### src/rtl/cache_mem_arbiter_pkg.sv
// cache_mem_arbiter_pkg: shared lc3b types for the cache/memory arbiter
// Provides the line/address widths, the bus types built on them and the
// arbiter state and grant enums. Optional feature macro used by importers:
// ARB_ROUND_ROBIN_EN.
package lc3b_types;
   localparam int ADDR_W = 16;
   localparam int LINE_W = 128;
   typedef logic [ADDR_W-1:0] lc3b_word;
   typedef logic [LINE_W-1:0] mem_bus;
   typedef enum logic [1:0] {arb_idle, arb_serve_i, arb_serve_d} lc3b_arb_state;
   typedef enum logic {grant_i, grant_d} lc3b_arb_grant;
endpackage

### src/rtl/cache_mem_arbiter_if.sv
// cache_mem_arbiter_if: I-cache, D-cache and physical-memory buses of the arbiter
// Signals: i_read/i_address/i_rdata/i_resp (I-cache fill),
// d_read/d_write/d_address/d_wdata/d_rdata/d_resp (D-cache fill/writeback),
// pmem_read/pmem_write/pmem_address/pmem_wdata/pmem_rdata/pmem_resp (memory).
// Modports: slave = arbiter view, master = environment (caches + memory) view.
interface cache_mem_arbiter_if;
   import lc3b_types::*;
   logic     i_read;
   lc3b_word i_address;
   mem_bus   i_rdata;
   logic     i_resp;
   logic     d_read;
   logic     d_write;
   lc3b_word d_address;
   mem_bus   d_wdata;
   mem_bus   d_rdata;
   logic     d_resp;
   logic     pmem_read;
   logic     pmem_write;
   lc3b_word pmem_address;
   mem_bus   pmem_wdata;
   mem_bus   pmem_rdata;
   logic     pmem_resp;
   modport slave (
      input  i_read, i_address, d_read, d_write, d_address, d_wdata, pmem_rdata, pmem_resp,
      output i_rdata, i_resp, d_rdata, d_resp, pmem_read, pmem_write, pmem_address, pmem_wdata
   );
   modport master (
      output i_read, i_address, d_read, d_write, d_address, d_wdata, pmem_rdata, pmem_resp,
      input  i_rdata, i_resp, d_rdata, d_resp, pmem_read, pmem_write, pmem_address, pmem_wdata
   );
endinterface

### src/rtl/cache_mem_arbiter_arb_select.sv
// arb_select: combinational winner pick between the I-cache and D-cache requests
// Ports: i_req, d_req (requests), last_grant (only with ARB_ROUND_ROBIN_EN),
// any_req (someone is asking), grant (winner when any_req is high).
// Macro: ARB_ROUND_ROBIN_EN selects round-robin on contention, else D wins.
module arb_select
   import lc3b_types::*;
(
   input  logic          i_req,
   input  logic          d_req,
`ifdef ARB_ROUND_ROBIN_EN
   input  lc3b_arb_grant last_grant,
`endif
   output logic          any_req,
   output lc3b_arb_grant grant
);
   assign any_req = i_req | d_req;
`ifdef ARB_ROUND_ROBIN_EN
   // on contention the side that did not win last time goes first
   always_comb grant = (i_req && d_req) ? (last_grant == grant_i ? grant_d : grant_i)
                                        : (d_req ? grant_d : grant_i);
`else
   always_comb grant = d_req ? grant_d : grant_i;
`endif
endmodule

### src/rtl/cache_mem_arbiter.sv
// cache_mem_arbiter: shares one line-wide memory port between I-cache and D-cache
// Ports: clk, rst_n (async active-low), bus (cache_mem_arbiter_if.slave) carrying
// the I-cache fill, D-cache fill/writeback and physical-memory signals.
// Macro: ARB_ROUND_ROBIN_EN enables round-robin on contention (default: D wins).
module cache_mem_arbiter
   import lc3b_types::*;
(
   input  logic               clk,
   input  logic               rst_n,
   cache_mem_arbiter_if.slave bus
);
   lc3b_arb_state state, next_state;
   lc3b_arb_grant grant;
   logic          any_req, grant_now, d_win, i_done, d_done;
   mem_bus        i_rdata_q, d_rdata_q;

   assign grant_now = state == arb_idle && any_req;
   assign d_win     = grant == grant_d;
   assign i_done    = state == arb_serve_i && bus.pmem_resp;
   assign d_done    = state == arb_serve_d && bus.pmem_resp;

`ifdef ARB_ROUND_ROBIN_EN
   lc3b_arb_grant last_grant;

   always_ff @(posedge clk or negedge rst_n)
      if (!rst_n)
         last_grant <= grant_i;
      else if (grant_now)
         last_grant <= grant;

   arb_select u_sel (
      .i_req      (bus.i_read),
      .d_req      (bus.d_read | bus.d_write),
      .last_grant (last_grant),
      .any_req    (any_req),
      .grant      (grant)
   );
`else
   arb_select u_sel (
      .i_req   (bus.i_read),
      .d_req   (bus.d_read | bus.d_write),
      .any_req (any_req),
      .grant   (grant)
   );
`endif

   always_ff @(posedge clk or negedge rst_n)
      if (!rst_n)
         state <= arb_idle;
      else
         state <= next_state;

   always_comb
      next_state = state == arb_idle ? (any_req ? (d_win ? arb_serve_d : arb_serve_i) : arb_idle)
                                     : (bus.pmem_resp ? arb_idle : state);

   // memory-side request is captured on the grant edge and frozen until pmem_resp
   always_ff @(posedge clk or negedge rst_n)
      if (!rst_n) begin
         bus.pmem_read    <= 1'b0;
         bus.pmem_write   <= 1'b0;
         bus.pmem_address <= '0;
         bus.pmem_wdata   <= '0;
      end else if (grant_now) begin
         bus.pmem_read    <= !(d_win && bus.d_write);
         bus.pmem_write   <= d_win && bus.d_write;
         bus.pmem_address <= d_win ? bus.d_address : bus.i_address;
         if (d_win)
            bus.pmem_wdata <= bus.d_wdata;
      end else if (i_done || d_done) begin
         bus.pmem_read    <= 1'b0;
         bus.pmem_write   <= 1'b0;
      end

   // rdata passes through in the resp cycle and is held afterwards
   always_ff @(posedge clk or negedge rst_n)
      if (!rst_n) begin
         i_rdata_q <= '0;
         d_rdata_q <= '0;
      end else begin
         if (i_done)
            i_rdata_q <= bus.pmem_rdata;
         if (d_done)
            d_rdata_q <= bus.pmem_rdata;
      end

   always_comb begin
      bus.i_resp  = i_done;
      bus.d_resp  = d_done;
      bus.i_rdata = i_done ? bus.pmem_rdata : i_rdata_q;
      bus.d_rdata = d_done ? bus.pmem_rdata : d_rdata_q;
   end
endmodule

### src/flat_wrapper.sv
// flat-port wrapper written by rule: the top's interface ports become plain ports
module cache_mem_arbiter_flat import lc3b_types::*;
  (clk, rst_n, bus_i_read, bus_i_address, bus_d_read, bus_d_write, bus_d_address, bus_d_wdata, bus_pmem_rdata, bus_pmem_resp, bus_i_rdata, bus_i_resp, bus_d_rdata, bus_d_resp, bus_pmem_read, bus_pmem_write, bus_pmem_address, bus_pmem_wdata);
  cache_mem_arbiter_if bus_i ();
  input  logic clk;
  input  logic rst_n;
  input wire logic [$bits(bus_i.i_read)-1:0] bus_i_read;
  input wire logic [$bits(bus_i.i_address)-1:0] bus_i_address;
  input wire logic [$bits(bus_i.d_read)-1:0] bus_d_read;
  input wire logic [$bits(bus_i.d_write)-1:0] bus_d_write;
  input wire logic [$bits(bus_i.d_address)-1:0] bus_d_address;
  input wire logic [$bits(bus_i.d_wdata)-1:0] bus_d_wdata;
  input wire logic [$bits(bus_i.pmem_rdata)-1:0] bus_pmem_rdata;
  input wire logic [$bits(bus_i.pmem_resp)-1:0] bus_pmem_resp;
  output wire logic [$bits(bus_i.i_rdata)-1:0] bus_i_rdata;
  output wire logic [$bits(bus_i.i_resp)-1:0] bus_i_resp;
  output wire logic [$bits(bus_i.d_rdata)-1:0] bus_d_rdata;
  output wire logic [$bits(bus_i.d_resp)-1:0] bus_d_resp;
  output wire logic [$bits(bus_i.pmem_read)-1:0] bus_pmem_read;
  output wire logic [$bits(bus_i.pmem_write)-1:0] bus_pmem_write;
  output wire logic [$bits(bus_i.pmem_address)-1:0] bus_pmem_address;
  output wire logic [$bits(bus_i.pmem_wdata)-1:0] bus_pmem_wdata;
  assign bus_i.i_read = bus_i_read;
  assign bus_i.i_address = bus_i_address;
  assign bus_i.d_read = bus_d_read;
  assign bus_i.d_write = bus_d_write;
  assign bus_i.d_address = bus_d_address;
  assign bus_i.d_wdata = bus_d_wdata;
  assign bus_i.pmem_rdata = bus_pmem_rdata;
  assign bus_i.pmem_resp = bus_pmem_resp;
  assign bus_i_rdata = bus_i.i_rdata;
  assign bus_i_resp = bus_i.i_resp;
  assign bus_d_rdata = bus_i.d_rdata;
  assign bus_d_resp = bus_i.d_resp;
  assign bus_pmem_read = bus_i.pmem_read;
  assign bus_pmem_write = bus_i.pmem_write;
  assign bus_pmem_address = bus_i.pmem_address;
  assign bus_pmem_wdata = bus_i.pmem_wdata;
  cache_mem_arbiter u_core (.clk(clk), .rst_n(rst_n), .bus(bus_i));
endmodule
### config.mk
export PLATFORM = sky130hd
export DESIGN_NAME = cache_mem_arbiter_flat
export DESIGN_NICKNAME = d
export VERILOG_FILES = /design/src/rtl/cache_mem_arbiter_pkg.sv /design/src/rtl/cache_mem_arbiter_if.sv /design/src/rtl/cache_mem_arbiter_arb_select.sv /design/src/rtl/cache_mem_arbiter.sv /design/src/flat_wrapper.sv
export SDC_FILE = /design/constraint.sdc
export NUM_CORES = 1
export LEC_CHECK = 0
export CAP_MARGIN = 10
export CORE_AREA = 2 2 274 276
export DETAILED_ROUTE_END_ITERATION = 8
export DIE_AREA = 0 0 276 278
export PLACE_DENSITY = 0.54
export SLEW_MARGIN = 20
export SYNTH_ARGS = -nofsm -noshare
export SYNTH_HDL_FRONTEND = slang
export SYNTH_HIERARCHICAL = 1
export SYNTH_SLANG_ARGS = --single-unit
### constraint.sdc
create_clock -name clk -period 2.82 [get_ports clk]
set_input_delay 0.423 -clock clk [delete_from_list [all_inputs] [get_ports clk]]
set_output_delay 0.423 -clock clk [all_outputs]
set_load 0.03 [all_outputs]
### After elaboration in Yosys (flattened, before gate mapping)

Cells that the tools add are included.

* divide/modulo/power cells: 0
* mux-type cells: 11
* multipliers: 0
* eq/ne operators: 2
* reductions and logical operators: 10
* add/subtract/negate cells: 0
* bitwise operators: 2
* shifts and indexed selects: 0
* order comparisons: 0

Operator list (count)
* $mux W128: 2
* $mux W16: 1
* $mux W2: 4
* $logic_and A1 B1 Y1: 4
* $mux W1: 4
* $reduce_bool A2 Y1: 2
* $eq A2 B1 Y1 const B: 1
* $eq A2 B2 Y1 const B: 1
* $logic_not A2 Y1: 1
* $or A1 B1 Y1: 2
* $reduce_and A2 Y1: 1
* $logic_not A1 Y1: 1
* $logic_or A1 B1 Y1: 1

* output and inout bits: 404
* memories kept: 0
* bits in read-only memories: 0
* memory bits (writable): 0
* latch bits: 0
* flip-flop bits (word level): 404
* input bits: 294

### Logic depth before layout (Yosys ltp)

Gate-level depths: netlist (run 1).

* word-level depth: 5
* depth in mapped cells: 7

### Hierarchy

The synthesis (run 1) kept the hierarchy.

By module, submodules not included
* cache_mem_arbiter: sequential area each 10109.7 µm², cells an instance 902, times used 1, area an instance 15228.4 µm²
* arb_select: sequential area each 0.0 µm², cells an instance 2, times used 1, area an instance 13.8 µm²

### Worst setup path after synthesis (run 1)

Ideal clock, no wire load.

* path kind: input port to flip-flop
* start: in bus_d_read
* end: reg u_core.bus.pmem_wdata[18]
* slack: 0.822 ns
* stages on the path: 7
* path buffers: 2
* arrival: 1.871 ns
* required time: 2.693 ns
* cells stage by stage: or2_2 > or2_1 > nor3b_4 > and2_1 > buf_6 > buf_6 > mux2_1

* word-level cells in the longest chain between the ends: 4

Ends and longest elaborated chain
* start, declared: line flat_wrapper.sv:9 `input wire logic [$bits(bus_i.d_read)-1:0] bus_d_read;`
* $or A1 B1 Y1: line cache_mem_arbiter.sv:41 `.d_req (bus.d_read | bus.d_write),`
* $or A1 B1 Y1: line cache_mem_arbiter_arb_select.sv:16 `assign any_req = i_req | d_req;`
* via u_core.any_req: line cache_mem_arbiter.sv:14 `logic any_req, grant_now, d_win, i_done, d_done;`
* $logic_and A1 B1 Y1: line cache_mem_arbiter.sv:17 `assign grant_now = state == arb_idle && any_req;`
* $reduce_and A2 Y1 (no line)
* end signal, assigned: line cache_mem_arbiter.sv:69 `bus.pmem_wdata <= bus.d_wdata;`
* end, declared: line cache_mem_arbiter_if.sv:26 `output i_rdata, i_resp, d_rdata, d_resp, pmem_read, pmem_write, pmem_address, pmem_wdata`

The timed path passes the listed nets, and every way through them passes these cells.
A chain may end at the register's enable or synchronous reset.

### Final worst setup path (run 1)

* start: reg u_core.state[0]
* end: out bus_i_rdata[54]

* word-level cells in the longest chain between the ends: 3

Ends and longest elaborated chain
* start, declared: line cache_mem_arbiter.sv:12 `lc3b_arb_state state, next_state;`
* start signal, assigned: line cache_mem_arbiter.sv:49 `state <= arb_idle;`
* start signal, assigned: line cache_mem_arbiter.sv:51 `state <= next_state;`
* $eq A2 B1 Y1: line cache_mem_arbiter.sv:19 `assign i_done = state == arb_serve_i && bus.pmem_resp;`
* $logic_and A1 B1 Y1: line cache_mem_arbiter.sv:19
* $mux W128: line cache_mem_arbiter.sv:90 `bus.i_rdata = i_done ? bus.pmem_rdata : i_rdata_q;`
* end, declared: line flat_wrapper.sv:15 `output wire logic [$bits(bus_i.i_rdata)-1:0] bus_i_rdata;`

Every way passes these cells.

==> out/qor.yml, run 1 <==
crit_type: "register to output port"
firstDrtPassIters: 6
hold_violations: 0
relSlewSlack: 0.490
power_frac_seq: 0.284
violations: "DRC"
vias: 10400
first_global_vias: 11600
r2r_end: "u_core/bus.pmem_wdata[75]$_DFFE_PN0P_"
gr-total-overflow: 0
synthTopCellsByArea: "dfrtp_1 66%, mux2_2 28%, buf_6 1.6%"
ys.flop_type: "dfrtp_1"
syn_inst: 904
synth_seq_cells: 404
die_area_um2: 76700
yosys.cell_types.count: 22
cts.clk_slew.worst_paths_ps: 60
route.detailed.drc: 29
die_h_um: 278
grt_first_pass_wirelength_um: 76700
io_buffers: 697
synth-edff-count: 0
layout_min_cycle_time_ps: 2690
wl_um: 51700
htreeDepth: 2
fp-row-count: 100
ys_seq_area_frac: 0.663
p_sw_mw: 13.9
yosysWarnings: 6
antenna_found_initial: 3
cts_buffer_depth: 3
max_freq_ghz: 0.371
cp-end-kind: "output port"
gp_congestion: 0.816
drt_iter0_markers: 252
coreArea_um2: 73800
synth_area_um2: 15200
p_per_area_nw_per_um2: 1380
synthesis.nets: 1198
skew_ps: 20.0
worst-path-max-fanout: 18
vdd_drop_max_mv: 0.733
rsz0062_at_grt: "false"
period_share: 0.955
drive_above_1_share: 0.445
layout_common_cells: "439 x clkdlybuf4s50_1, 402 x dfrtp_1, 374 x mux2_2, 254 x buf_4, 49 x clkbuf_16"
postSynth.asyncResetShare: 1.00
syn_to_final_growth_pct: 63.4
ant_nets: 0
wl_per_cell_um: 19.5
final_nets: 1944
combPwrFrac: 0.530
vias_per_cell: 3.91
avgSynthCellArea_um2: 16.9
tightest_slew_ps: 765
dpl.hpwl_um: 40100
setup.worst_path.start_class: "register"
outcome: "complete, but fails checks"
dieWidth_um: 276
p_sw_frac: 0.406
rr_worst_depth: 4
hold_class: "primary input to asynchronous set/reset pin"
fin_tns_setup_ps: 0
clock_power_share: 0.187
p_int_mw: 20.4
clk-insertion-delay-late_ps: 570
synth_top_area_share: 0.663
cts_tree: "yes"
cp.arrival_ps: 2270
track_usage: 0.131
ios: 698
synth_top_area_cell: "dfrtp_1"
grt_max_degree: 74
initial_core_util: 0.206
cts_made_buffers: 48
p_leak_nw: 10.8
drv_slew: 0
r2r_start: "u_core/state[0]$_DFFE_PN0P_"
layout_commonest_cell: "clkdlybuf4s50_1"
hold_ws_ps: 434
drv_cap: 0
r2r_slack_ps: 920
required_ps: 2400
finalSetupViolations: 0
cts.root.buffer_cell: "clkbuf_16"
clock-sinks: 404
## synthesized netlist by cell type (2+ instances only)
library cell	instances
o2bb2ai_1	2
nor2_1	17
dfrtp_1	404
or2_1	2
mux2_2	374
a21oi_1	16
buf_4	2
mux2i_1	16
nand2_1	3
clkbuf_1	3
mux2_1	10
buf_2	21
inv_1	4
buf_6	22
## worst max-delay path by stage
stage | slack [ps] | to | depth (start not counted) | start
finish | 130 | bus_i_rdata[54] | 6 | u_core/state[0]$_DFFE_PN0P_
global route | 10 | bus_i_rdata[54] | 6 | u_core/state[0]$_DFFE_PN0P_
CTS | 7 | bus_i_rdata[54] | 6 | u_core/state[0]$_DFFE_PN0P_
detailed placement | 130 | bus_i_rdata[3] | 5 | bus_pmem_resp
global placement | 180 | bus_i_rdata[17] | 5 | bus_pmem_resp
floorplan | 820 | u_core/bus.pmem_wdata[18]$_DFFE_PN0P_ | 7 | bus_d_read
## layout make-up
type | count | area (um2)
Antenna cell | 2 | 5.00
Clock buffer | 67 | 1370
Clock inverter | 18 | 262
Fill cell | 7285 | 48900
Inverter | 4 | 15.0
Multi-Input combinational cell | 448 | 4740
Sequential cell | 404 | 10100
Tap cell | 969 | 1210
Timing Repair Buffer | 744 | 7190
## power groups by stage
stage	sequential (mW)	combinational, mW	clock (mW)
floorplan	11.7	8.56	0
global placement	9.71	18.3	0
detailed placement	9.82	18.4	0
CTS	9.75	18.4	6.65
global route	10.0	19.0	6.88
finish	9.73	18.2	6.40
## through the flow
step	util	total power, mW	cell area [um2]	setup slack [ps]	cells
after global placement	0.314	28.0	23200	178	2564
after detailed placement	0.314	28.2	23200	132	2564
final	0.337	34.3	24900	126	2656
after global routing	0.337	35.9	24900	10.1	2656
after floorplan	-	20.3	15200	822	904
after CTS	0.336	34.8	24800	7.00	2650
## sequential cells by signal (all words and copies together) (netlist names)
name / flops
u_core/bus.pmem_read: 1
u_core/d_rdata_q: 128
u_core/bus.pmem_write: 1
u_core/state: 2
u_core/i_rdata_q: 128
u_core/bus.pmem_wdata: 128
u_core/bus.pmem_address: 16
## timing repair
action / CTS / global route
hold buffers: 1 / 0
pin swaps: 1 / 0
buffers inserted: 0 / 3
setup endpoints to repair: 116 / 138
gates cloned: 0 / 1
endpoints found under the hold margin: 56 / 0
resized for setup: 13 / 2
## critical path: stages (launching register included)
cell and delay (ps):
dfrtp_2 460, nand3b_1 200, buf_12 150, buf_12 150, buf_12 180, mux2_2 370
buf_4 180
## layer usage
metal	wire length [um]	up-vias	GRT usage	share of wire
li1	-	4685	-	-
met1	19500	5308	0.143	0.38
met2	27800	315	0.245	0.54
met3	2820	87	0.0295	0.054
met4	1680	0	0.0472	0.033
met5	0	-	0	0
## cell families (layout without fill, tap and decap cells)
family                 Yosys count  in the layout  synth area share
AOI/OAI and AO/OA               21             21           0.00796
muxes                          400            400             0.294
other                            0              2                 0
and+or+nand+nor                 27             27           0.00870
buffers and inverters           52            833            0.0259
DFF                            404            404             0.663
No activity file was read; power rests on OpenSTA's default activity.
==> run 2: changes to the inputs <==
--- a/config.mk
+++ b/config.mk
@@ -10,7 +10,7 @@
 export DETAILED_ROUTE_END_ITERATION = 8
 export DIE_AREA = 0 0 276 278
 export PLACE_DENSITY = 0.54
-export SLEW_MARGIN = 20
+export SLEW_MARGIN = 10
 export SYNTH_ARGS = -nofsm -noshare
 export SYNTH_HDL_FRONTEND = slang
 export SYNTH_HIERARCHICAL = 1
==> results of run 2 <==
The final DEF is identical to that of run 1; final timing and power are the same.
